## src/rtl/mmcm_lock_supervisor.sv

```systemverilog
`default_nettype none
// ============================================================================
// Module   : mmcm_lock_supervisor
// Purpose  : Drives MMCM RST, retries on lock timeout, and releases sys_rstn
//            only after synchronized LOCKED has been stable long enough.
// Revision : 1.0
// ============================================================================
module mmcm_lock_supervisor #(
   parameter int RST_PULSE     = 16,
   parameter int LOCK_TIMEOUT  = 125000,
   parameter int STABLE_CYCLES = 1024,
   parameter int MAX_RETRIES   = 3,
   parameter int SYNC_STAGES   = 2,
   localparam int RW = (MAX_RETRIES > 0) ? $clog2(MAX_RETRIES + 1) : 1
) (
   input  logic          clk_125mhz,
   input  logic          rstn_125mhz,
   input  logic          locked_async,
   input  logic          restart,
   output logic          mmcm_rst,
   output logic          sys_rstn,
   output logic          fail,
   output logic [RW-1:0] retry_cnt
);

   localparam int c_MAX_AB = (RST_PULSE > LOCK_TIMEOUT) ? RST_PULSE : LOCK_TIMEOUT;
   localparam int c_MAX_ALL = (c_MAX_AB > STABLE_CYCLES) ? c_MAX_AB : STABLE_CYCLES;
   localparam int CW = $clog2(c_MAX_ALL + 1);

   localparam logic [CW-1:0] c_RST_LAST     = CW'(RST_PULSE - 1);
   localparam logic [CW-1:0] c_TIMEOUT_LAST = CW'(LOCK_TIMEOUT - 1);
   localparam logic [CW-1:0] c_STABLE_LAST  = CW'(STABLE_CYCLES - 1);
   localparam logic [RW-1:0] c_RETRY_MAX    = RW'(MAX_RETRIES);

   localparam logic [2:0] c_S_RST_MMCM  = 3'd0;
   localparam logic [2:0] c_S_WAIT_LOCK = 3'd1;
   localparam logic [2:0] c_S_STABLE    = 3'd2;
   localparam logic [2:0] c_S_RUN       = 3'd3;
   localparam logic [2:0] c_S_FAIL      = 3'd4;

   logic [SYNC_STAGES-1:0] r_sync;
   logic [2:0]             r_state;
   logic [CW-1:0]          r_cnt;
   logic [RW-1:0]          r_retry;
   logic                   r_mmcm_rst;
   logic                   r_sys_rstn;
   logic                   r_fail;

   logic                   w_locked_s;
   logic [2:0]             w_next;
   logic [RW-1:0]          w_retry_next;
   logic                   w_timed;

   assign w_locked_s = r_sync[SYNC_STAGES-1];
   assign w_timed    = (r_state != c_S_RUN) && (r_state != c_S_FAIL);

   always_comb begin
      w_next       = r_state;
      w_retry_next = r_retry;
      case (r_state)
         c_S_RST_MMCM: begin
            if (r_cnt == c_RST_LAST) w_next = c_S_WAIT_LOCK;
         end
         c_S_WAIT_LOCK: begin
            // A lock seen on the timeout cycle takes priority over the retry.
            if (w_locked_s) begin
               w_next = c_S_STABLE;
            end else if (r_cnt == c_TIMEOUT_LAST) begin
               if (r_retry == c_RETRY_MAX) begin
                  w_next = c_S_FAIL;
               end else begin
                  w_next       = c_S_RST_MMCM;
                  w_retry_next = r_retry + RW'(1);
               end
            end
         end
         c_S_STABLE: begin
            if (!w_locked_s) begin
               w_next = c_S_WAIT_LOCK;
            end else if (r_cnt == c_STABLE_LAST) begin
               w_next       = c_S_RUN;
               w_retry_next = '0;
            end
         end
         c_S_RUN: begin
            if (!w_locked_s) w_next = c_S_RST_MMCM;
         end
         c_S_FAIL: begin
            if (restart) begin
               w_next       = c_S_RST_MMCM;
               w_retry_next = '0;
            end
         end
         default: begin
            w_next       = c_S_RST_MMCM;
            w_retry_next = '0;
         end
      endcase
   end

   always_ff @(posedge clk_125mhz) begin
      if (!rstn_125mhz) begin
         r_sync     <= '0;
         r_state    <= c_S_RST_MMCM;
         r_cnt      <= '0;
         r_retry    <= '0;
         r_mmcm_rst <= 1'b1;
         r_sys_rstn <= 1'b0;
         r_fail     <= 1'b0;
      end else begin
         r_sync  <= {r_sync[SYNC_STAGES-2:0], locked_async};
         r_state <= w_next;
         r_retry <= w_retry_next;
         if (w_next != r_state) begin
            r_cnt <= '0;
         end else if (w_timed) begin
            r_cnt <= r_cnt + CW'(1);
         end
         // Outputs follow the next state so they switch on the same edge as the FSM.
         r_mmcm_rst <= (w_next == c_S_RST_MMCM) || (w_next == c_S_FAIL);
         r_sys_rstn <= (w_next == c_S_RUN);
         r_fail     <= (w_next == c_S_FAIL);
      end
   end

   assign mmcm_rst  = r_mmcm_rst;
   assign sys_rstn  = r_sys_rstn;
   assign fail      = r_fail;
   assign retry_cnt = r_retry;

endmodule
`default_nettype wire

```

## config.mk

```make
export PLATFORM = sky130hd
export DESIGN_NAME = mmcm_lock_supervisor
export DESIGN_NICKNAME = d
export VERILOG_FILES = /design/src/rtl/mmcm_lock_supervisor.sv
export SDC_FILE = /design/constraint.sdc
export NUM_CORES = 1
export LEC_CHECK = 0
export CAP_MARGIN = 0
export CORE_MARGIN = 3
export CORE_UTILIZATION = 35
export DETAILED_ROUTE_END_ITERATION = 8
export GPL_TIMING_DRIVEN = 0
export MAX_ROUTING_LAYER = met4
export PLACE_DENSITY = 0.59
export RECOVER_POWER = 25
export SYNTH_ARGS = -nofsm -noshare
export SYNTH_HDL_FRONTEND = slang
export SYNTH_SLANG_ARGS = --single-unit
```

## constraint.sdc

```tcl
create_clock -name clk_125mhz -period 2.1 [get_ports clk_125mhz]
set_input_delay 0.42 -clock clk_125mhz [delete_from_list [all_inputs] [get_ports clk_125mhz]]
set_output_delay 0.42 -clock clk_125mhz [all_outputs]
set_load 0.005 [all_outputs]
```

# Word-level counts from Yosys, hierarchy flattened
# Index checks and enable logic that the tools add are counted.
op_classes:
  n_reduce_logical: 7
  addsub: 2
  n_eq_ne: 19
  bitwise: 2
  n_mux: 16
op_table:
  columns: ["op", "n"]
  rows:
  - ["2-to-1 mux 3 bit", 8]
  - ["adder 17 x 1 -> 17 bit (second input constant)", 1]
  - ["== test 17 x 10 -> 1 bit (second input constant)", 1]
  - ["== test 17 bit (second input constant)", 1]
  - ["== test 17 x 4 -> 1 bit (second input constant)", 1]
  - ["case mux 3 bit (5 select lines)", 1]
  - ["2-to-1 mux 2 bit", 6]
  - ["!= test 2 bit (second input constant)", 6]
  - ["== test 3 x 2 -> 1 bit (second input constant)", 3]
  - ["case mux 2 bit (4 select lines)", 1]
  - ["AND reduction 7 bit", 1]
  - ["== test 3 bit (second input constant)", 2]
  - ["logical NOT 3 bit", 2]
  - ["OR reduction 2 bit", 2]
  - ["== test 3 x 1 -> 1 bit (second input constant)", 1]
  - ["!= test 3 x 2 -> 1 bit (second input constant)", 1]
  - ["!= test 3 bit", 1]
  - ["!= test 3 bit (second input constant)", 1]
  - ["adder 2 x 1 -> 2 bit (second input constant)", 1]
  - ["== test 2 bit (second input constant)", 1]
  - ["inverter 1 bit", 2]
  - ["logical AND 1 bit", 1]
  - ["logical OR 1 bit", 1]
totals:
  regBits: 27
  inputBits: 4
  wordCells: 53
  out_inout_bits: 5

# Depth between registers and ports, before layout
depth:
  depth_word: 7
  mapped_depth: 8
  depth_no_buf: 6

# Worst setup path before layout
# OpenSTA, ideal clock, no wires.
synth_timing:
  path_kind: "register to register"
  startpoint: "reg r_cnt[0]"
  endpoint: "reg r_cnt[10]"
  required_ns: 2.021
  n_path_buf: 2
  setup_time_ns: 0.079
  synth_period_minus_slack_ns: 2.279
  path_slack_ns: -0.179
  stages_incl_launch_ff: 9
  arrival_time_ns: 2.200
  path_cell_list: "dfxtp_1 ha_1 or4bb_1 nor2_1 a21boi_2 or4_1 buf_2 buf_6 a211oi_2"
synth_between:
  elab_chain_cells: 6
  elab_cells_between_ends: 12
  cone_classes: "1 x add/sub; 4 x eq/ne; 6 x mux; 1 x reduce/logical"
synth_rtl:
  columns: ["item", "line", "text"]
  rows:
  - ["start, declared", "43", "logic [CW-1:0] r_cnt;"]
  - ["start signal, assigned", "117", "r_cnt <= r_cnt + CW'(1);"]
  - ["== test 17 x 10 -> 1 bit / == test 17 bit (equally long branches)", "80, 68", null]
  - ["2-to-1 mux 3 bit, on equally long branches", "80, 68", null]
  - ["2-to-1 mux 3 bit, on equally long branches", "78, 66", null]
  - ["case mux 3 bit (5 select lines)", "60", "case (r_state)"]
  - ["!= test 3 bit", "114", "if (w_next != r_state) begin"]
  - ["OR reduction 2 bit (no source line)", null, null]
# Parallel ways exist; a longest one is shown, timed or not.
# A chain may end at the register's enable or synchronous reset.

# Worst setup path in the final report
layout_timing:
  startpoint: "reg r_cnt[2]"
  endpoint: "reg r_retry[0], in the netlist retry_cnt[0]"
layout_between:
  elab_chain_cells: 3
  elab_cells_between_ends: 5
  cone_classes: "4 x eq/ne; 1 x reduce/logical"
layout_rtl:
  columns: ["item", "line", "text"]
  rows:
  - ["== test 17 x 10 -> 1 bit / == test 17 bit (equally long branches)", "80, 68", null]
  - ["!= test 2 bit (no source line)", null, null]
  - ["AND reduction 7 bit (no source line) (*)", null, null]
  - ["end signal, assigned", "113", "r_retry <= w_retry_next;"]
  - ["end, declared", "44", "logic [RW-1:0] r_retry;"]
# Mark *: on every way between the ends. The rest lies on a longest branch, timed or not.

==> impl_metrics.ini <==
[finish]
antenna_cells_inserted = 0
area_delta_synth_final_pct = 33.7
fillCellCount = 385
multi_input_area_sq_um = 967
ff_latch_area_sq_um = 547
layout.nets = 200
finalCoreUtilization = 0.492
ratio_of_cells_with_drive_above_1_in_the_final_layout = 0.306
finalNonFillerCells = 243

[cts]
clkLatencyLatePin_ns = 0.29
clock_pin_slew_on_the_worst_setup_and_hold_paths_ns = 0.11
cts_max_level = 1
clk_path_buf_depth = 2
cts-hold-fix-buffers = 0
tritoncts = done
ctsRootBufferMaster = sky130_fd_sc_hd__clkbuf_8
cts_inserted_buffers = 3
cts.sinks = 27

[floorplanning]
core_area_sq_mm = 0.00403
die_h_um = 71.1
num_io_pins = 9
initial_core_util = 0.368
floorplan.die_area_sq_mm = 0.00505
die-width_um = 71.1
rows = 23

[sta]
timing.final.hold_violations = 0
achievable-frequency_ghz = 0.450
final.setup.tns_ns = -0.653
setup_ws_ns = -0.121
timing_worst_slew_pin_value_ns = 0.379
grt_setup_unrepaired = true
final_min_period_over_clock_period = 1.06
relSlewSlack = 0.747
period_needed_ns = 2.22
drv_slew = 0
timing.final.setup_violations = 13
clock_skew_ns = 0.0112

[worst_setup_path]
r2r.worst_path.cells = 5
worstPathMaxFanout = 4
end_kind = flip-flop
critical_path_arrival_ns = 2.38
critical_path_required_ns = 2.26
critical_path_type = reg2reg
worst_setup_path_start_kind = flip-flop

[global_routing]
groute.layer.met3.usage = 0.0341
first_pass_grt_wire_length_mm = 6.22
globalRoute.totalOverflow = 0
grt_max_degree = 17
grt.busiest_layer = met2
grt_pass1_vias = 1312
antenna_violations_before_repair = 0
groute.usage.overall = 0.158
globalRouteMet2Util = 0.269
grt_util_met1 = 0.186

[logic_synthesis]
yosysUniqueCellTypes = 41
synthArstFlopShare = 0
syn-instance-count = 165
postSynthAreaPerCell_sq_um = 8.98
number_of_flops_mapped_to_enable_cells_by_yosys = 0
most_common_flop_cell_mapped_by_yosys = sky130_fd_sc_hd__dfxtp_1
postSynthNetCount = 171
synth_area_sq_mm = 0.00148
ys_warn_count = 0
yosysSeqAreaShare = 0.365
ys_ff_latch = 27

[status]
outcome = finished, violations left
violations = setup timing

[pwr]
intPower_mw = 0.692
power.clock.fraction = 0.349
power.leakage_nw = 0.692
pwr-share-seq = 0.576
powerDensity_mw_per_mm2 = 461
swShare = 0.243
power.total_mw = 0.913
vdd.ir_drop.worst_mv = 0.318
p_comb_frac = 0.075
p_sw_mw = 0.222

[detailed_routing]
vias = 1337
avgViaCountPerCell = 5.50
drt-initial-drc-count = 68
number_of_detailed_routing_iterations_run_before_antenna_repair = 4
drc_violations_left = 0
post_drt_wl_per_cell_um = 15.6
routed_wl_mm = 3.78
drtAntennaViolNets = 0

[worst_hold_path]
min_delay_path_depth = 1
min_path_type = reg2reg

[place]
port_buffers = 8
gp_routability_congestion = 0.824
hpwl_mm = 2.44
cell_count_after_placement = 223

[job]
max_cap_viol_count = 0
[worst paths after layout]
check / startpoint / slack, ns / to
worst max-delay path: r_cnt[2] / -0.12 / retry_cnt[0]
worst min-delay path: r_sync[0] / 0.44 / r_sync[1]
worst max register to register: r_cnt[2] / -0.12 / retry_cnt[0]
worst min register to register: r_sync[0] / 0.44 / r_sync[1]
[cell usage after synthesis (all sizes together) (2+ instances only)]
| library cell | number | area share |
|---|---|---|
| a211oi | 14 | 0.10 |
| o22ai | 2 | 0.0084 |
| and4 | 2 | 0.012 |
| nor2b | 3 | 0.013 |
| nand3 | 7 | 0.024 |
| and2 | 6 | 0.025 |
| nor2 | 11 | 0.028 |
| and3 | 6 | 0.025 |
| nand4 | 3 | 0.013 |
| nor4 | 4 | 0.017 |
| nand2b | 2 | 0.0084 |
| xnor2 | 13 | 0.077 |
| or3 | 6 | 0.025 |
| inv | 7 | 0.018 |
| ha | 2 | 0.017 |
| or4 | 3 | 0.018 |
| xor2 | 2 | 0.012 |
| buf | 5 | 0.021 |
| o21ai | 3 | 0.010 |
| dfxtp | 27 | 0.36 |
| a21oi | 3 | 0.010 |
| clkbuf | 3 | 0.0076 |
| nor3 | 8 | 0.035 |
| nand2 | 10 | 0.025 |
[per-layer routing]
layer,routed length (um),share of wire,vias to the layer above
li1,-,-,656
met1,1640,0.43,654
met2,1980,0.52,18
met3,98,0.026,9
met4,68,0.018,0
met5,0,0,-
[cells in the final DEF (no fill, tap or decap), drive strengths merged]
cell type | netlist | final
a211oi | 14 | 14
a21boi | 1 | 1
a21oi | 3 | 3
a221oi | 1 | 1
a41o | 1 | 1
and2 | 6 | 6
and3 | 6 | 6
and4 | 2 | 2
buf | 5 | 19
clkbuf | 3 | 8
clkdlybuf4s50 | 0 | 7
clkinvlp | 0 | 1
dfxtp | 27 | 27
dlygate4sd3 | 0 | 1
ha | 2 | 2
inv | 7 | 7
mux2i | 1 | 1
nand2 | 10 | 10
nand2b | 2 | 2
nand3 | 7 | 7
nand3b | 1 | 1
nand4 | 3 | 3
nand4b | 1 | 1
nor2 | 11 | 11
nor2b | 3 | 3
nor3 | 8 | 8
nor3b | 1 | 1
nor4 | 4 | 4
o211a | 1 | 1
o21ai | 3 | 3
o21ba | 1 | 1
o22ai | 2 | 2
o31ai | 1 | 1
or3 | 6 | 6
or3b | 1 | 1
or4 | 3 | 3
or4b | 1 | 1
or4bb | 1 | 1
xnor2 | 13 | 13
xor2 | 2 | 2
[state kept, by name, indices dropped and copies added, names as in the netlist]
name,count
r_cnt,17
retry_cnt,2
r_sync,2
mmcm_rst,1
sys_rstn,1
fail,1
r_state,3
[cell type report]
cell class,count,area share
multi-input cells,123,0.488
flip-flops and latches,27,0.276
repair buffers,25,0.126
plain buffers,7,0.0398
well taps,50,0.0316
clock buffers,3,0.0208
inverters,7,0.0133
clock inverters,1,0.00379
[cell families (layout without fill, tap and decap cells)]
| family | after synthesis | after routing | synth area share |
|---|---|---|---|
| simple gates | 77 | 77 | 0.304 |
| compound gates | 28 | 28 | 0.172 |
| flops | 27 | 27 | 0.365 |
| xor+xnor | 15 | 15 | 0.0887 |
| buf+inv | 15 | 43 | 0.0465 |
| fa+ha+maj | 2 | 2 | 0.0169 |
| mux | 1 | 1 | 0.00676 |
[worst max-delay path: stages (launching register included)]
cell	delay (ns)
sky130_fd_sc_hd__dfxtp_1	0.40
sky130_fd_sc_hd__or4bb_4	0.58
sky130_fd_sc_hd__or3_4	0.36
sky130_fd_sc_hd__or3_4	0.35
sky130_fd_sc_hd__a221oi_4	0.30
sky130_fd_sc_hd__o22ai_1	0.11
[power by group through the flow]
| stage | clock [mW] | combinational (mW) | sequential, mW |
|---|---|---|---|
| 2_1_floorplan | 0 | 0.0290 | 0.536 |
| 3_3_place_gp | 0 | 0.0418 | 0.537 |
| 3_5_place_dp | 0 | 0.0435 | 0.538 |
| 4_1_cts | 0.318 | 0.0536 | 0.525 |
| 5_1_grt | 0.344 | 0.0754 | 0.527 |
| 6_report | 0.319 | 0.0685 | 0.526 |
[timing repair]
action                                  in CTS  in global routing
pin swaps                                   10                  8
buffers inserted                             8                  6
endpoints found under the setup margin      19                 19
cloned                                       1                  2
gates resized for setup                     20                 15
[metrics by stage]
stage | setup slack, ns | hold WS (ns) | cell area (sq um)
2_1_floorplan | -0.0114 | 0.412 | 1500
4_1_cts | -0.115 | 0.445 | 1840
5_1_grt | -0.179 | 0.506 | 1980
6_report | -0.121 | 0.444 | 1980
3_5_place_dp | -0.398 | 0.423 | 1640
3_3_place_gp | -0.289 | 0.417 | 1640
No activity file was read; power rests on OpenSTA's default activity.
